### src/rtl/pea_fifo_bank.sv
// Bank of CHANNELS FIFOs written in lockstep and read independently per lane.
// Optional sticky overflow/underflow flags are enabled by defining PEA_FIFO_BANK_ERR_EN.
module pea_fifo_bank #(
  parameter  int DEPTH    = 32,
  parameter  int WIDTH    = 32,
  parameter  int CHANNELS = 2,
  localparam int AW       = $clog2(DEPTH),
  localparam int PW       = AW + 1
) (
  input  logic                      clk,
  input  logic                      rst,
`ifdef PEA_FIFO_BANK_ERR_EN
  input  logic                      err_clr,
  output logic                      err_ovf,
  output logic [CHANNELS-1:0]       err_udf,
`endif
  input  logic                      wr_en,
  input  logic [CHANNELS-1:0]       rd_en,
  input  logic [CHANNELS*WIDTH-1:0] data_in,
  output logic [CHANNELS*PW-1:0]    population,
  output logic [CHANNELS*PW-1:0]    free_space,
  output logic [CHANNELS*WIDTH-1:0] data_out
);

  logic [CHANNELS-1:0] w_full;
  logic [CHANNELS-1:0] w_empty;
  logic [CHANNELS-1:0] w_rd_ok;
  logic                w_wr_ok;
  logic [AW-1:0]       r_wptr;

  // A write is all-or-nothing across lanes so the lanes never drift apart.
  assign w_wr_ok = wr_en & ~(|w_full);

  always_ff @(posedge clk or negedge rst) begin
    if (!rst) begin
      r_wptr <= '0;
    end else if (w_wr_ok) begin
      r_wptr <= r_wptr + AW'(1);
    end
  end

  for (genvar c = 0; c < CHANNELS; c++) begin : g_lane
    logic [WIDTH-1:0] r_mem [DEPTH];
    logic [AW-1:0]    r_rptr;
    logic [PW-1:0]    r_pop;
    logic [WIDTH-1:0] r_dout;

    assign w_full[c]  = (r_pop == PW'(DEPTH));
    assign w_empty[c] = (r_pop == '0);
    assign w_rd_ok[c] = rd_en[c] & ~w_empty[c];

    // Storage is deliberately not reset; population alone defines validity.
    always_ff @(posedge clk) begin
      if (w_wr_ok) begin
        r_mem[r_wptr] <= data_in[c*WIDTH +: WIDTH];
      end
    end

    always_ff @(posedge clk or negedge rst) begin
      if (!rst) begin
        r_rptr <= '0;
        r_pop  <= '0;
        r_dout <= '0;
      end else begin
        if (w_rd_ok[c]) begin
          r_dout <= r_mem[r_rptr];
          r_rptr <= r_rptr + AW'(1);
        end
        case ({w_wr_ok, w_rd_ok[c]})
          2'b10:   r_pop <= r_pop + PW'(1);
          2'b01:   r_pop <= r_pop - PW'(1);
          default: r_pop <= r_pop;
        endcase
      end
    end

    assign population[c*PW +: PW]   = r_pop;
    assign free_space[c*PW +: PW]   = PW'(DEPTH) - r_pop;
    assign data_out[c*WIDTH +: WIDTH] = r_dout;
  end

`ifdef PEA_FIFO_BANK_ERR_EN
  logic                r_err_ovf;
  logic [CHANNELS-1:0] r_err_udf;

  // A new error event on the clearing edge takes priority over the clear.
  always_ff @(posedge clk or negedge rst) begin
    if (!rst) begin
      r_err_ovf <= 1'b0;
      r_err_udf <= '0;
    end else begin
      r_err_ovf <= (wr_en & (|w_full)) | (r_err_ovf & ~err_clr);
      r_err_udf <= (rd_en & w_empty) | (r_err_udf & {CHANNELS{~err_clr}});
    end
  end

  assign err_ovf = r_err_ovf;
  assign err_udf = r_err_udf;
`endif

endmodule

### config.mk
export PLATFORM = sky130hd
export DESIGN_NAME = pea_fifo_bank
export DESIGN_NICKNAME = d
export VERILOG_FILES = /design/src/rtl/pea_fifo_bank.sv
export SDC_FILE = /design/constraint.sdc
export NUM_CORES = 2
export LEC_CHECK = 0
export BUFFER_PORTS_ARGS = -buffer_cell sky130_fd_sc_hd__buf_2
export CAP_MARGIN = 10
export CORE_ASPECT_RATIO = 0.6
export CORE_MARGIN = 3
export CORE_UTILIZATION = 55
export CTS_BUF_LIST = sky130_fd_sc_hd__clkbuf_2 sky130_fd_sc_hd__clkbuf_4 sky130_fd_sc_hd__clkbuf_8
export DETAILED_ROUTE_END_ITERATION = 8
export PLACE_DENSITY = 0.71
export SYNTH_ARGS = -nofsm -noshare
export SYNTH_HDL_FRONTEND = slang
export SYNTH_SLANG_ARGS = --single-unit
### constraint.sdc
create_clock -name clk -period 6.1 [get_ports clk]
set_input_delay 1.22 -clock clk [delete_from_list [all_inputs] [get_ports clk]]
set_output_delay 1.22 -clock clk [all_outputs]
set_load 0.02 [all_outputs]
==> PnR_summary.wiki <==
{| class="wikitable"
! Metric !! Value
|-
| Run status || finished, final reports clean
|-
| Period minus WS final || 4.37 ns
|-
| Starting utilization of the core area || 55.5%
|-
| Number of nets in the layout || 4366
|-
| Share of the synthesized area in the top cell type || 75.0%
|-
| Worst-skew pair later-pin latency || 1.05 ns
|-
| Post-synthesis instance area || 82000 um^2
|-
| Crit path required time || 6.74 ns
|-
| Ratio of total power to cell area || 450 nW/um^2
|-
| Aggregate global routing overflow || 0
|-
| Count of final setup violators || 0
|-
| Quantity of gates resized following cts || 0
|-
| Number of hold-repair buffers added at the cts stage || 0
|-
| P_leak || 30.5 nW
|-
| Area enclosed by the die boundary || 154000 um^2
|-
| VDD IR-drop max || 0.366 mV
|-
| Category of the worst setup path capture point || flip-flop
|-
| Max-Cap Viols || 0
|-
| Reg clk slew, reported paths || 0.07 ns
|-
| Post-Syn Area per Cell || 20.8 um^2
|-
| Synthesis warning total || 0
|-
| Cell area after placement || 85600 um^2
|-
| Die span in x || 505 um
|-
| Crit start category || flip-flop
|-
| Routed wire length || 193000 um
|-
| Setup tns final || 0 ns
|-
| FP Rows || 109
|-
| Routed WL per cell || 29.7 um
|-
| Async SR Flop Fraction || 4.25%
|-
| Vias after detailed routing || 40900
|-
| Normalized max-slew margin || 24.8%
|-
| CP peak stage delay || 0.89 ns
|-
| Remaining routing DRC violations || 0
|-
| Post-CTS setup repair buffer count || 0
|-
| Setup slack after layout || 1.73 ns
|-
| Flop2flop setup slack || 1.73 ns
|-
| Share of the core filled with cells || 62.0%
|-
| Post-layout instance count excluding filler cells || 6505
|-
| Final clock skew || 0.0598 ns
|-
| Starting DRC count in detailed routing || 5339
|-
| Worst setup timing slack at the placement stage || 1.64 ns
|-
| Synth area leaders || sky130_fd_sc_hd__edfxtp_1 (75%), sky130_fd_sc_hd__mux4_2 (7.9%), sky130_fd_sc_hd__mux2i_1 (6.7%), sky130_fd_sc_hd__dfrtp_1 (2.8%), sky130_fd_sc_hd__a22oi_1 (1.2%)
|-
| Filler cell count in the final layout || 10000
|-
| Cells after Synth || 3946
|-
| Final ANT Viol Nets || 0
|-
| DRT Pass-1 Iters || 5
|-
| Deepest level of the CTS H-tree || 5
|-
| CTS Sinks || 2139
|-
| Number of synthesized register bits || 2139
|-
| Number of buffers created by CTS || 311
|-
| Total routing resource utilization after global routing || 25.1%
|-
| Setup Crit Path Kind || reg2reg
|-
| Critical register-to-register path startpoint || g_lane[0].r_pop[1]
|-
| Actual transition at the worst max-transition pin || 1.13 ns
|-
| Initial antenna violation count || 6
|-
| Arrival time worst endpoint || 5.02 ns
|-
| Synthesized net count || 4032
|-
| Worst-path maximum fanout || 39
|-
| Proportion of synthesized chip area in sequential cells || 77.7%
|-
| DP Wirelength || 110000 um
|-
| Ratio of cells with drive above 1 in the final layout || 24.6%
|-
| Unrepaired setup endpoints after global routing || no
|-
| Global-route wire length before repair || 282000 um
|-
| Crit path cell chain || inv_1 > ha_1 > nor4b_1 > a221oi_2 > nand2_1 > nor2_4 > buf_12
|-
| Die boundary height || 305 um
|-
| Buffer levels on the longest clock path || 4
|-
| Final weighted congestion in routability-driven placement || 0.815
|-
| Stages on worst setup path || 7
|-
| Synth unique cells || 49
|-
| IO Count || 157
|-
| Crit path buf inv count || 2
|-
| Synth Flop Type || sky130_fd_sc_hd__edfxtp_1
|-
| Maximum achievable frequency || 0.229 GHz
|-
| Reg2reg path depth || 7
|-
| IO Port Bufs || 156
|-
| Path type of the worst min-delay path || in2async
|-
| Final hold violations || 0
|-
| Largest net degree at the start of global routing || 126
|-
| Share of the cycle needed by the critical path after routing || 71.7%
|-
| Critical-path cell with the highest stage delay || sky130_fd_sc_hd__nor2_4
|-
| Final-report max-slew violation count || 0
|-
| Core area || 148000 um^2
|-
| TritonCTS clock tree || yes
|-
| Number of global-route vias before repair || 40600
|-
| Number of enable-type register cells in the synthesized netlist || 2048
|-
| Family with the most delay on the worst path || simple AND/OR/NAND/NOR gates
|-
| FF-to-FF End || g_lane[1].r_mem[18][23]
|-
| Final Instance Area || 91500 um^2
|-
| Dpl cells || 5965
|-
| Cell type with the largest total area after synthesis || sky130_fd_sc_hd__edfxtp_1
|-
| Via density || 6.29
|-
| Clock tree root buffer cell || sky130_fd_sc_hd__clkbuf_8
|-
| Syn-to-layout area delta || 11.5%
|}
-- area by class of cell --
cell class | instances | area [um^2] | area share [%]
clock buffer | 444 | 5440 | 5.95
timing repair buffer | 252 | 1870 | 2.04
clock inverter | 89 | 462 | 0.505
multi-input combinational | 1562 | 17400 | 19.0
antenna | 7 | 17.5 | 0.0191
sequential | 2139 | 63800 | 69.7
inverter | 14 | 52.6 | 0.0574
tap | 1998 | 2500 | 2.73
-- worst max path at each step --
| stage | from | end |
|---|---|---|
| after floorplan | g_lane[0].r_pop[1] | g_lane[0].r_mem[31][0] |
| after global placement | wr_en | g_lane[0].r_mem[0][15] |
| after detailed placement | wr_en | g_lane[1].r_mem[18][17] |
| after CTS | g_lane[0].r_pop[0] | g_lane[1].r_mem[18][23] |
| after global routing | g_lane[0].r_pop[0] | g_lane[1].r_mem[18][14] |
| final | g_lane[0].r_pop[1] | g_lane[1].r_mem[18][23] |
-- kinds of logic after synthesis --
logic type / Yosys count / synth area share (%)
adder cells (fa/ha/maj): 17 / 0.268
XOR/XNOR: 29 / 0.310
buffers and inverters: 245 / 1.46
multiplexers: 868 / 15.0
AND/OR/NAND/NOR: 174 / 0.956
AO/OA/AOI/OAI: 474 / 4.25
flip-flops: 2139 / 77.7
-- placed cells by master, fill, tap and decap left out, drive strengths merged, types with 34 or more instances in the layout --
| master | synthesis | final |
|---|---|---|
| edfxtp | 2048 | 2048 |
| mux2i | 548 | 548 |
| clkbuf | 95 | 444 |
| mux4 | 287 | 287 |
| buf | 136 | 252 |
| a22oi | 129 | 129 |
| dfrtp | 91 | 91 |
| clkinv | 0 | 78 |
| nor2 | 74 | 74 |
| a21oi | 69 | 69 |
| a221oi | 66 | 66 |
| a22o | 64 | 64 |
| o22ai | 63 | 63 |
| nand2 | 54 | 54 |
| o41ai | 34 | 34 |
-- synthesized netlist by cell type, drive strengths merged, types with 2 or more instances --
library cell and number:
edfxtp 2048, mux2i 548, mux4 287, buf 136, a22oi 129, clkbuf 95, dfrtp 91, nor2 74
a21oi 69, a221oi 66, a22o 64, o22ai 63, nand2 54, o41ai 34, mux2 33, a211oi 32
xnor2 19, ha 16, inv 14, o21ai 12, xor2 10, nand3 6, nand2b 5, nand4 5
nor3 5, nor3b 4, nand3b 3, nor2b 3, nor4 3, nor4b 3, a21boi 2, a21o 2
or2 2, or3b 2
-- metal layers --
layer	wire length [um]	global-route usage, %
met1	84800	40.0
met2	82100	34.0
met3	22500	7.24
met4	3630	6.51
met5	14	0
-- power breakdown --
group / switching, mW / internal, mW / total (mW)
sequential: 0.784 / 17.3 / 18.0
combinational: 7.19 / 4.90 / 12.1
clock: 5.23 / 5.81 / 11.0
total: 13.2 / 28.0 / 41.2
-- per-stage QoR --
stage                     power (mW)  hold slack [ns]
after floorplan                 26.4            0.492
after global placement          30.2            0.457
after CTS                       41.3            0.162
after global routing            42.7            0.216
final                           41.2            0.231
after detailed placement        30.4            0.471
-- registers in the layout (all words and copies together), names as in the netlist --
register and flops:
g_lane.r_dout 64, g_lane.r_mem 2048, g_lane.r_pop 12, r_wptr 5, g_lane.r_rptr 10
-- worst register-to-register path: stages (launching register included) --
cell                       delay, ns
sky130_fd_sc_hd__dfrtp_1        0.51
sky130_fd_sc_hd__inv_1          0.13
sky130_fd_sc_hd__ha_1           0.26
sky130_fd_sc_hd__nor4b_1        0.18
sky130_fd_sc_hd__a221oi_2       0.82
sky130_fd_sc_hd__nand2_1        0.77
sky130_fd_sc_hd__nor2_4         0.90
sky130_fd_sc_hd__buf_12         0.39
(Power assumes the default switching activity.)
